$ cat src/rtl/mem_port_pkg.sv
// Shared types and constants for the MEM-stage memory port controller.
package mem_port_pkg;

  localparam int DEFAULT_ADDR_W = 16;
  localparam int DEFAULT_DATA_W = 16;
  localparam int WAIT_W         = 4;

  typedef enum logic [1:0] {
    IDLE   = 2'd0,
    ACCESS = 2'd1,
    HALTED = 2'd2
  } portState_t;

endpackage

$ cat src/rtl/mem_wait_counter.sv
// Loadable down-counter with a zero flag; sets how long the data access holds the port.
module mem_wait_counter
  import mem_port_pkg::*;
#(
  parameter int WIDTH = WAIT_W
) (
  input  logic             clk,
  input  logic             rest,
  input  logic             load,
  input  logic [WIDTH-1:0] loadValue,
  input  logic             dec,
  output logic [WIDTH-1:0] count,
  output logic             zero
);

  logic [WIDTH-1:0] countReg;

  always_ff @(posedge clk) begin
    if (!rest) begin
      countReg <= '0;
    end else if (load) begin
      countReg <= loadValue;
    end else if (dec && (countReg != '0)) begin
      countReg <= countReg - 1'b1;
    end
  end

  assign count = countReg;
  assign zero  = (countReg == '0);

endmodule

$ cat src/rtl/mem_port_ctrl.sv
// MEM-stage initiator for the shared instruction/data memory port, plus the halt freeze.
// Optional misaligned-access trap is enabled by defining MEM_PORT_MISALIGN_TRAP_EN.
module mem_port_ctrl
  import mem_port_pkg::*;
#(
  parameter int ADDR_W      = DEFAULT_ADDR_W,
  parameter int DATA_W      = DEFAULT_DATA_W,
  parameter int WAIT_CYCLES = 0
) (
  input  logic              clk,
  input  logic              rest,
  input  logic              mem_req_rd,
  input  logic              mem_req_wr,
  input  logic [ADDR_W-1:0] mem_req_addr,
  input  logic [DATA_W-1:0] mem_req_wdata,
  input  logic              halt_req,
  output logic              mem_ack,
  output logic              mem_busy,
  output logic              MemRead,
  output logic              MemWrite,
  output logic [ADDR_W-1:0] Address2,
  output logic [DATA_W-1:0] WriteData,
  input  logic [DATA_W-1:0] MemResult,
  output logic              PCFreze_SH,
  output logic              PowerFrezePC_SH,
  output logic              ifid_bubble,
`ifdef MEM_PORT_MISALIGN_TRAP_EN
  output logic              misalign_err,
`endif
  output logic [DATA_W-1:0] load_data,
  output logic              load_valid
);

  portState_t stateReg, stateNext;

  logic              memReadNext, memWriteNext;
  logic [ADDR_W-1:0] address2Next;
  logic [DATA_W-1:0] writeDataNext, loadDataNext;
  logic              pcFrezeNext, powerFrezeNext, bubbleNext, busyNext;
  logic              ackNext, loadValidNext;

  logic              cntLoad, cntDec, cntZero;
  logic [WAIT_W-1:0] cntLoadValue, cntValue;
  logic              reqAny, trapReq;

  assign reqAny = mem_req_rd | mem_req_wr;

`ifdef MEM_PORT_MISALIGN_TRAP_EN
  assign trapReq = mem_req_addr[0];
`else
  assign trapReq = 1'b0;
`endif

  // A trapped request is not forwarded, so it only needs a single-cycle ack.
  assign cntLoadValue = trapReq ? '0 : WAIT_W'(WAIT_CYCLES);

  mem_wait_counter #(
    .WIDTH(WAIT_W)
  ) waitCounter (
    .clk      (clk),
    .rest     (rest),
    .load     (cntLoad),
    .loadValue(cntLoadValue),
    .dec      (cntDec),
    .count    (cntValue),
    .zero     (cntZero)
  );

  always_ff @(posedge clk) begin
    if (!rest) begin
      stateReg <= IDLE;
    end else begin
      stateReg <= stateNext;
    end
  end

  always_comb begin
    stateNext      = stateReg;
    memReadNext    = 1'b0;
    memWriteNext   = 1'b0;
    address2Next   = Address2;
    writeDataNext  = WriteData;
    pcFrezeNext    = 1'b0;
    powerFrezeNext = 1'b0;
    bubbleNext     = 1'b0;
    busyNext       = 1'b0;
    ackNext        = 1'b0;
    loadDataNext   = load_data;
    loadValidNext  = 1'b0;
    cntLoad        = 1'b0;
    cntDec         = 1'b0;

    unique case (stateReg)
      IDLE: begin
        // A pending access wins over halt; halt is looked at again once back here.
        if (reqAny) begin
          stateNext     = ACCESS;
          address2Next  = mem_req_addr;
          writeDataNext = mem_req_wdata;
          busyNext      = 1'b1;
          cntLoad       = 1'b1;
          if (trapReq) begin
            ackNext = 1'b1;
          end else begin
            memReadNext  = mem_req_rd & ~mem_req_wr;
            memWriteNext = mem_req_wr;
            pcFrezeNext  = 1'b1;
            bubbleNext   = 1'b1;
            ackNext      = (WAIT_CYCLES == 0);
          end
        end else if (halt_req) begin
          stateNext      = HALTED;
          powerFrezeNext = 1'b1;
          bubbleNext     = 1'b1;
          busyNext       = 1'b1;
        end
      end

      ACCESS: begin
        if (cntZero) begin
          stateNext = IDLE;
          if (MemRead) begin
            loadDataNext  = MemResult;
            loadValidNext = 1'b1;
          end
        end else begin
          cntDec       = 1'b1;
          memReadNext  = MemRead;
          memWriteNext = MemWrite;
          pcFrezeNext  = PCFreze_SH;
          bubbleNext   = ifid_bubble;
          busyNext     = mem_busy;
          ackNext      = (cntValue == WAIT_W'(1));
        end
      end

      HALTED: begin
        powerFrezeNext = 1'b1;
        bubbleNext     = 1'b1;
        busyNext       = 1'b1;
      end

      default: stateNext = IDLE;
    endcase
  end

  always_ff @(posedge clk) begin
    if (!rest) begin
      MemRead         <= 1'b0;
      MemWrite        <= 1'b0;
      Address2        <= '0;
      WriteData       <= '0;
      PCFreze_SH      <= 1'b0;
      PowerFrezePC_SH <= 1'b0;
      ifid_bubble     <= 1'b0;
      mem_busy        <= 1'b0;
      mem_ack         <= 1'b0;
      load_data       <= '0;
      load_valid      <= 1'b0;
    end else begin
      MemRead         <= memReadNext;
      MemWrite        <= memWriteNext;
      Address2        <= address2Next;
      WriteData       <= writeDataNext;
      PCFreze_SH      <= pcFrezeNext;
      PowerFrezePC_SH <= powerFrezeNext;
      ifid_bubble     <= bubbleNext;
      mem_busy        <= busyNext;
      mem_ack         <= ackNext;
      load_data       <= loadDataNext;
      load_valid      <= loadValidNext;
    end
  end

`ifdef MEM_PORT_MISALIGN_TRAP_EN
  always_ff @(posedge clk) begin
    if (!rest) begin
      misalign_err <= 1'b0;
    end else if ((stateReg == IDLE) && reqAny && trapReq) begin
      misalign_err <= 1'b1;
    end
  end
`endif

endmodule
$ cat config.mk
export PLATFORM = sky130hd
export DESIGN_NAME = mem_port_ctrl
export DESIGN_NICKNAME = d
export VERILOG_FILES = /design/src/rtl/mem_port_pkg.sv /design/src/rtl/mem_wait_counter.sv /design/src/rtl/mem_port_ctrl.sv
export SDC_FILE = /design/constraint.sdc
export NUM_CORES = 1
export LEC_CHECK = 0
export ABC_AREA = 1
export BUFFER_PORTS_ARGS = -buffer_cell sky130_fd_sc_hd__buf_2
export CELL_PAD_IN_SITES_DETAIL_PLACEMENT = 0
export CELL_PAD_IN_SITES_GLOBAL_PLACEMENT = 1
export CORE_MARGIN = 4
export CORE_UTILIZATION = 34
export CTS_CLUSTER_DIAMETER = 80
export DETAILED_ROUTE_END_ITERATION = 7
export HOLD_SLACK_MARGIN = 0.12
export MAX_ROUTING_LAYER = met4
export PLACE_DENSITY_LB_ADDON = 0.1
export SLEW_MARGIN = 15
export SYNTH_ARGS = -nofsm -noshare
export SYNTH_HDL_FRONTEND = slang
export SYNTH_HIERARCHICAL = 1
export SYNTH_SLANG_ARGS = --single-unit
export TNS_END_PERCENT = 10
$ cat constraint.sdc
create_clock -name clk -period 3.9 [get_ports clk]
set_input_delay 0.39 -clock clk [delete_from_list [all_inputs] [get_ports clk]]
set_output_delay 0.39 -clock clk [all_outputs]
set_load 0.02 [all_outputs]
Word level (Yosys, flattened, before mapping). Cells that the tools add are included.

$add $sub $neg: 1. Equal/unequal tests: 5. Multiplexer cells: 22. Bitwise logic cells: 5. Reduce and logical (&&, ||, !) cells: 9.

Operators by type and width (number): 1-bit 2-to-1 mux (12); 1-bit case mux with 2 select lines (5); 3-bit AND reduction (3); 2-bit 2-to-1 mux (3); 2-bit case mux with 3 select lines (1); 4-bit by 1-bit equality test with 1-bit output, second input constant (1); 4-bit zero test (1); 4-bit nonzero test (1); 4-bit by 1-bit subtractor with 4-bit output, second input constant (1); 3-bit inequality test, second input constant (1); 1-bit NOT (3); 1-bit case mux with 3 select lines (1); 2-bit by 1-bit equality test with 1-bit output, second input constant (1); 2-bit equality test, second input constant (1); 2-bit zero test (1); 2-bit inequality test, second input constant (1); 2-bit AND reduction (1); 2-bit OR reduction (1); 1-bit bitwise AND (1); 1-bit logical AND (1); 1-bit bitwise OR (1).

Flip-flop bits (word level): 61. Input port bits: 53. Output and inout bits: 56. Logic and storage cells: 54.

Logic depth before layout (Yosys ltp).
Depth in word-level cells: 4. Gate-level depth with buffers: 11. Depth with buffers taken out: 10.

Modules after synthesis. The synthesis kept the hierarchy.

By module, submodules not included: mem_port_ctrl (instances 1, cells an instance 292, area an instance 2154.6 um^2, seq. area each 1141.1 um^2); mem_wait_counter (instances 1, cells an instance 41, area an instance 274.0 um^2, seq. area each 80.1 um^2).

Least setup slack after synthesis. No wires, ideal clock.

Path kind: reg-to-reg. From: register waitCounter.countReg[0], in the netlist waitCounter/count[0]. To: register load_data[11]. Setup time: 0.113 ns. Arrival: 1.332 ns. Data required time: 3.787 ns. Slack: 2.455 ns. Cell stages (with the launch flop): 11. Path buffers: 1. Clock period less this slack: 1.445 ns. Cell sequence: dfxtp_1 > inv_1 > ha_1 > nand3_2 > inv_1 > nand2_1 > nor2_4 > buf_6 > nand2_1 > nand2_1 > nor2_1.

Cells in the longest elaborated chain, start to end: 2.

RTL lines: start, declared (RTL line mem_wait_counter.sv:16) `logic [WIDTH-1:0] countReg;`; start signal, assigned (RTL line mem_wait_counter.sv:22) `countReg <= loadValue;`; start signal, assigned (RTL line mem_wait_counter.sv:24) `countReg <= countReg - 1'b1;`; 4-bit zero test (RTL line mem_wait_counter.sv:29) `assign zero = (countReg == '0);`; named net cntZero (RTL line mem_port_ctrl.sv:42) `logic cntLoad, cntDec, cntZero;`; 3-bit AND reduction (no source line); end signal, assigned (RTL line mem_port_ctrl.sv:170) `load_data <= loadDataNext;`; end, declared (RTL line mem_port_ctrl.sv:30) `output logic [DATA_W-1:0] load_data,`.

The timed path passes the listed nets, and every way through them passes these cells. A chain may end at the register's enable or synchronous reset.

Worst setup path in the final report.
From: register stateReg[0]. To: register waitCounter.countReg[2], in the netlist waitCounter/count[2].

Cells in the longest elaborated chain, start to end: 3. Elaborated cells on any way between the ends: 6. Those cells by class: 1 x eq/ne; 2 x mux; 3 x reduce/logical.

RTL lines: start, declared (RTL line mem_port_ctrl.sv:34) `portState_t stateReg, stateNext;`; start signal, assigned (RTL line mem_port_ctrl.sv:73) `stateReg <= stateNext;`; 2-bit by 1-bit equality test with 1-bit output / 2-bit zero test (equally long branches) (RTL line mem_port_ctrl.sv:93) `unique case (stateReg)`; 1-bit 2-to-1 mux (RTL line mem_port_ctrl.sv:93); 1-bit logical AND / 2-bit OR reduction (equally long branches).

Several ways; a longest one is shown, not always the timed one.

==> flow_summary_export.csv <==
group,metric,value,unit
worst_setup_path,timing.rr.start,"stateReg[0]",
power,switching_share,30.19,%
floorplan,rows,30,
worst_setup_path,reg2reg_slack,1.95,ns
sta,setup_ws,1.946,ns
drt,firstDrtPassIters,4,
clock_network,cts.sinks,61,
synthesis,syn_inst,333,
worst_hold_path,whs_path_depth,3,
power,p_per_area,528.6,nW/µm²
final_layout,syn_to_final_growth,32.30,%
worst_hold_path,hold_path.startpoint,"mem_req_addr[5]",
power,irDropWorstVdd,0.1807,mV
outcome,status,"finished clean",
floorplan,io_pins,109,
final_layout,fill_cells,750,
global_routing,grt_pass1_wl,9549,µm
clock_network,root_buffer,"clkbuf_8",
worst_setup_path,critical_path_class,"reg -> reg",
global_routing,grt_start_max_net_pins,54,
worst_setup_path,slowest_stage,"inv_2",
synthesis,synth_cell_types,30,
drt,first_iter_violations,56,
drt,drt_drc_violations_left,0,
worst_setup_path,r2r_cells,8,
power,combPwrFrac,21.5,%
synthesis,synthArstFlopShare,0,%
drt,wl_per_cell,10.88,µm
synthesis,yosysTopAreaCell,"dfxtp_1",
placement,post-place-ws,1.777,ns
power,internal_power,1.186,mW
worst_hold_path,holdPathEnd,"Address2[5]",
final_layout,nets,494,
synthesis,synth.most_common_cell,"nor2_1",
drt,routed_wirelength,5873,µm
clock_network,clk_pin_slew_worst_paths,0.06,ns
power,pwr-share-clk,35.7,%
clock_network,postCtsHoldBufs,0,
global_routing,grt_pass1_vias,2092,
power,p_seq_share,42.8,%
worst_setup_path,r2r_end,"waitCounter/count[2]",
sta,relSlewSlack,42.53,%
synthesis,yosysWarnings,6,
global_routing,grtUsageTotal,14.46,%
worst_setup_path,max_stage_delay,0.52,ns
sta,max_freq,511.6,MHz
sta,tightestPinTransition,0.8621,ns
worst_setup_path,critPathLaunchType,"flip-flop",
worst_setup_path,path_buf_inv,2,
clock_network,cts_tree,"done",
sta,finalSetupViolCount,0,
synthesis,ys_ff_latch,61,
floorplan,die_area,8559,µm²
sta,skew,0.006357,ns
sta,hold_violations,0,
clock_network,postCtsResizedCells,0,
sta,timing.hold.ws,0.2963,ns
synthesis,netlist_top_cells_count,"nor2_1 (104), dfxtp_1 (61), nand2_1 (53), o21ai_0 (31), inv_1 (29)",
worst_setup_path,path_max_fanout,36,
drt,viasPerCell,4.163,
final_layout,drive_above_1_share,30.63,%
worst_setup_path,required,4.13,ns
clock_network,insertion_delay,0.33,ns
global_routing,antenna_found_initial,0,
sta,drv_slew,0,
sta,finalCritPeriodShare,50.12,%
flow_run,drv_cap,0,
clock_network,cts_buffers,9,
drt,vias,2248,
placement,port_buffers,108,
worst_setup_path,end_kind,"flip-flop",
clock_network,cts_max_path_buffers,2,
placement,gp_congestion,0.7287,
final_layout,fin_cells,540,
final_layout,antenna_cells,0,
floorplan,die_h,92.52,µm
clock_network,htreeDepth,3,
synthesis,yosys.area.top_type_share,50.28,%
sta,finalSetupTns,0,ns
sta,rsz0062_at_grt,"false",
synthesis,synth_area_leaders,"dfxtp_1 (50%), nor2_1 (16%), nand2_1 (8.2%), o21ai_0 (6.4%), inv_1 (4.5%)",
floorplan,fp.dieW,92.52,µm
drt,ant_nets,0,
power,switchingPower,0.5129,mW
worst_setup_path,path_delay_family,"buffers and inverters",
clock_network,cts_setup_buffers,0,
placement,dpl.cell_count,525,
synthesis,syn_area,2429,µm²
worst_hold_path,min_path_type,"in -> reg",
worst_setup_path,worstPathArrival,2.18,ns
synthesis,synthFlopType,"dfxtp_1",
worst_setup_path,crit_chain,"nor2_4 -> nand2_4 -> inv_2 -> inv_2 -> o22ai_1 -> nand2_1 -> nand2_1 -> nor2_1",
floorplan,core-area,6869,µm²
global_routing,grt_overflow_total,0,
placement,hpwl,4096,µm
synthesis,synth-seq-area-share,50.28,%
floorplan,initial_core_util,35.36,%
synthesis,syn_avg_cell_area,7.293,µm²
sta,fin_crit,1.955,ns
power,p_leak,1.679,nW
synthesis,synth_edf_count,0,
[metal layers]
metal  vias to the layer above  wire, µm  track usage, %
met5                         -         0               -
met4                         0       123           7.797
met3                        10       474           3.981
met2                        71      2568           22.84
met1                       940      2706           16.68
li1                       1227         -               -
[area by class of cell]
type,count,area (µm²),share of cell area [%]
Clock inverter,5,75.07,2.336
Clock buffer,10,137.6,4.283
Sequential cell,61,1221,38.01
Multi-Input combinational cell,226,989.7,30.80
Tap cell,96,120.1,3.738
Timing Repair Buffer,108,540.5,16.82
Inverter,34,128.9,4.011
[power by group through the flow]
stage | Sequential (mW) | Combinational (mW) | Clock (mW)
global placement | 0.741 | 0.370 | 0
floorplan | 0.801 | 0.200 | 0
detailed placement | 0.741 | 0.371 | 0
global route | 0.736 | 0.416 | 0.652
CTS | 0.728 | 0.371 | 0.627
finish | 0.727 | 0.366 | 0.606
[per-stage QoR]
stage                     util (%)  total power, mW  instance area, µm²
after floorplan                  -            1.001                2440
after global placement       43.68            1.111                3000
after detailed placement     43.68            1.112                3000
after CTS                    46.78            1.726                3213
after global routing         46.78            1.804                3213
final                        46.78            1.699                3213
[how the worst max path moves through the flow]
stage	startpoint	cells past startpoint	endpoint
after global placement	mem_req_wr	9	waitCounter/count[3]
after detailed placement	mem_req_wr	10	waitCounter/count[2]
after global routing	stateReg[0]	8	waitCounter/count[2]
final	stateReg[0]	8	waitCounter/count[2]
after floorplan	waitCounter/count[0]	10	load_data[11]
after CTS	stateReg[0]	8	waitCounter/count[2]
[cells by family after synthesis]
logic type	after synthesis	synth area share, %
DFF	61	50.28
and+or+nand+nor	173	29.37
buffers and inverters	49	9.427
xor gates and xnor gates	1	0.3607
AOI/OAI and AO/OA	47	9.892
other	1	0.1544
adders and majority gates	1	0.5151
[sequential cells by signal (all words and copies together), names as in the netlist]
register	cells
MemRead	1
MemWrite	1
ifid_bubble	1
stateReg	2
Address2	16
waitCounter/count	4
PCFreze_SH	1
mem_ack	1
load_valid	1
PowerFrezePC_SH	1
load_data	16
WriteData	16
[worst register-to-register path: stages, from the launching register on]
cell and delay [ns]:
dfxtp_1 0.37, nor2_4 0.16, nand2_4 0.22, inv_2 0.53
inv_2 0.19, o22ai_1 0.22, nand2_1 0.07, nand2_1 0.06
nor2_1 0.04
[placed cells by master, fill, tap and decap left out, drive strengths merged]
| master | instances |
|---|---|
| nand2 | 57 |
| clkbuf | 10 |
| a21oi | 10 |
| buf | 108 |
| bufinv | 2 |
| nor3 | 1 |
| o21ai | 36 |
| o22ai | 1 |
| ha | 1 |
| conb | 4 |
| nand4 | 1 |
| nand3 | 5 |
| dfxtp | 61 |
| or2 | 1 |
| inv | 32 |
| clkinv | 5 |
| nor2 | 107 |
| nand3b | 1 |
| xor2 | 1 |
Note: power is estimated with default switching activity, not from simulation.
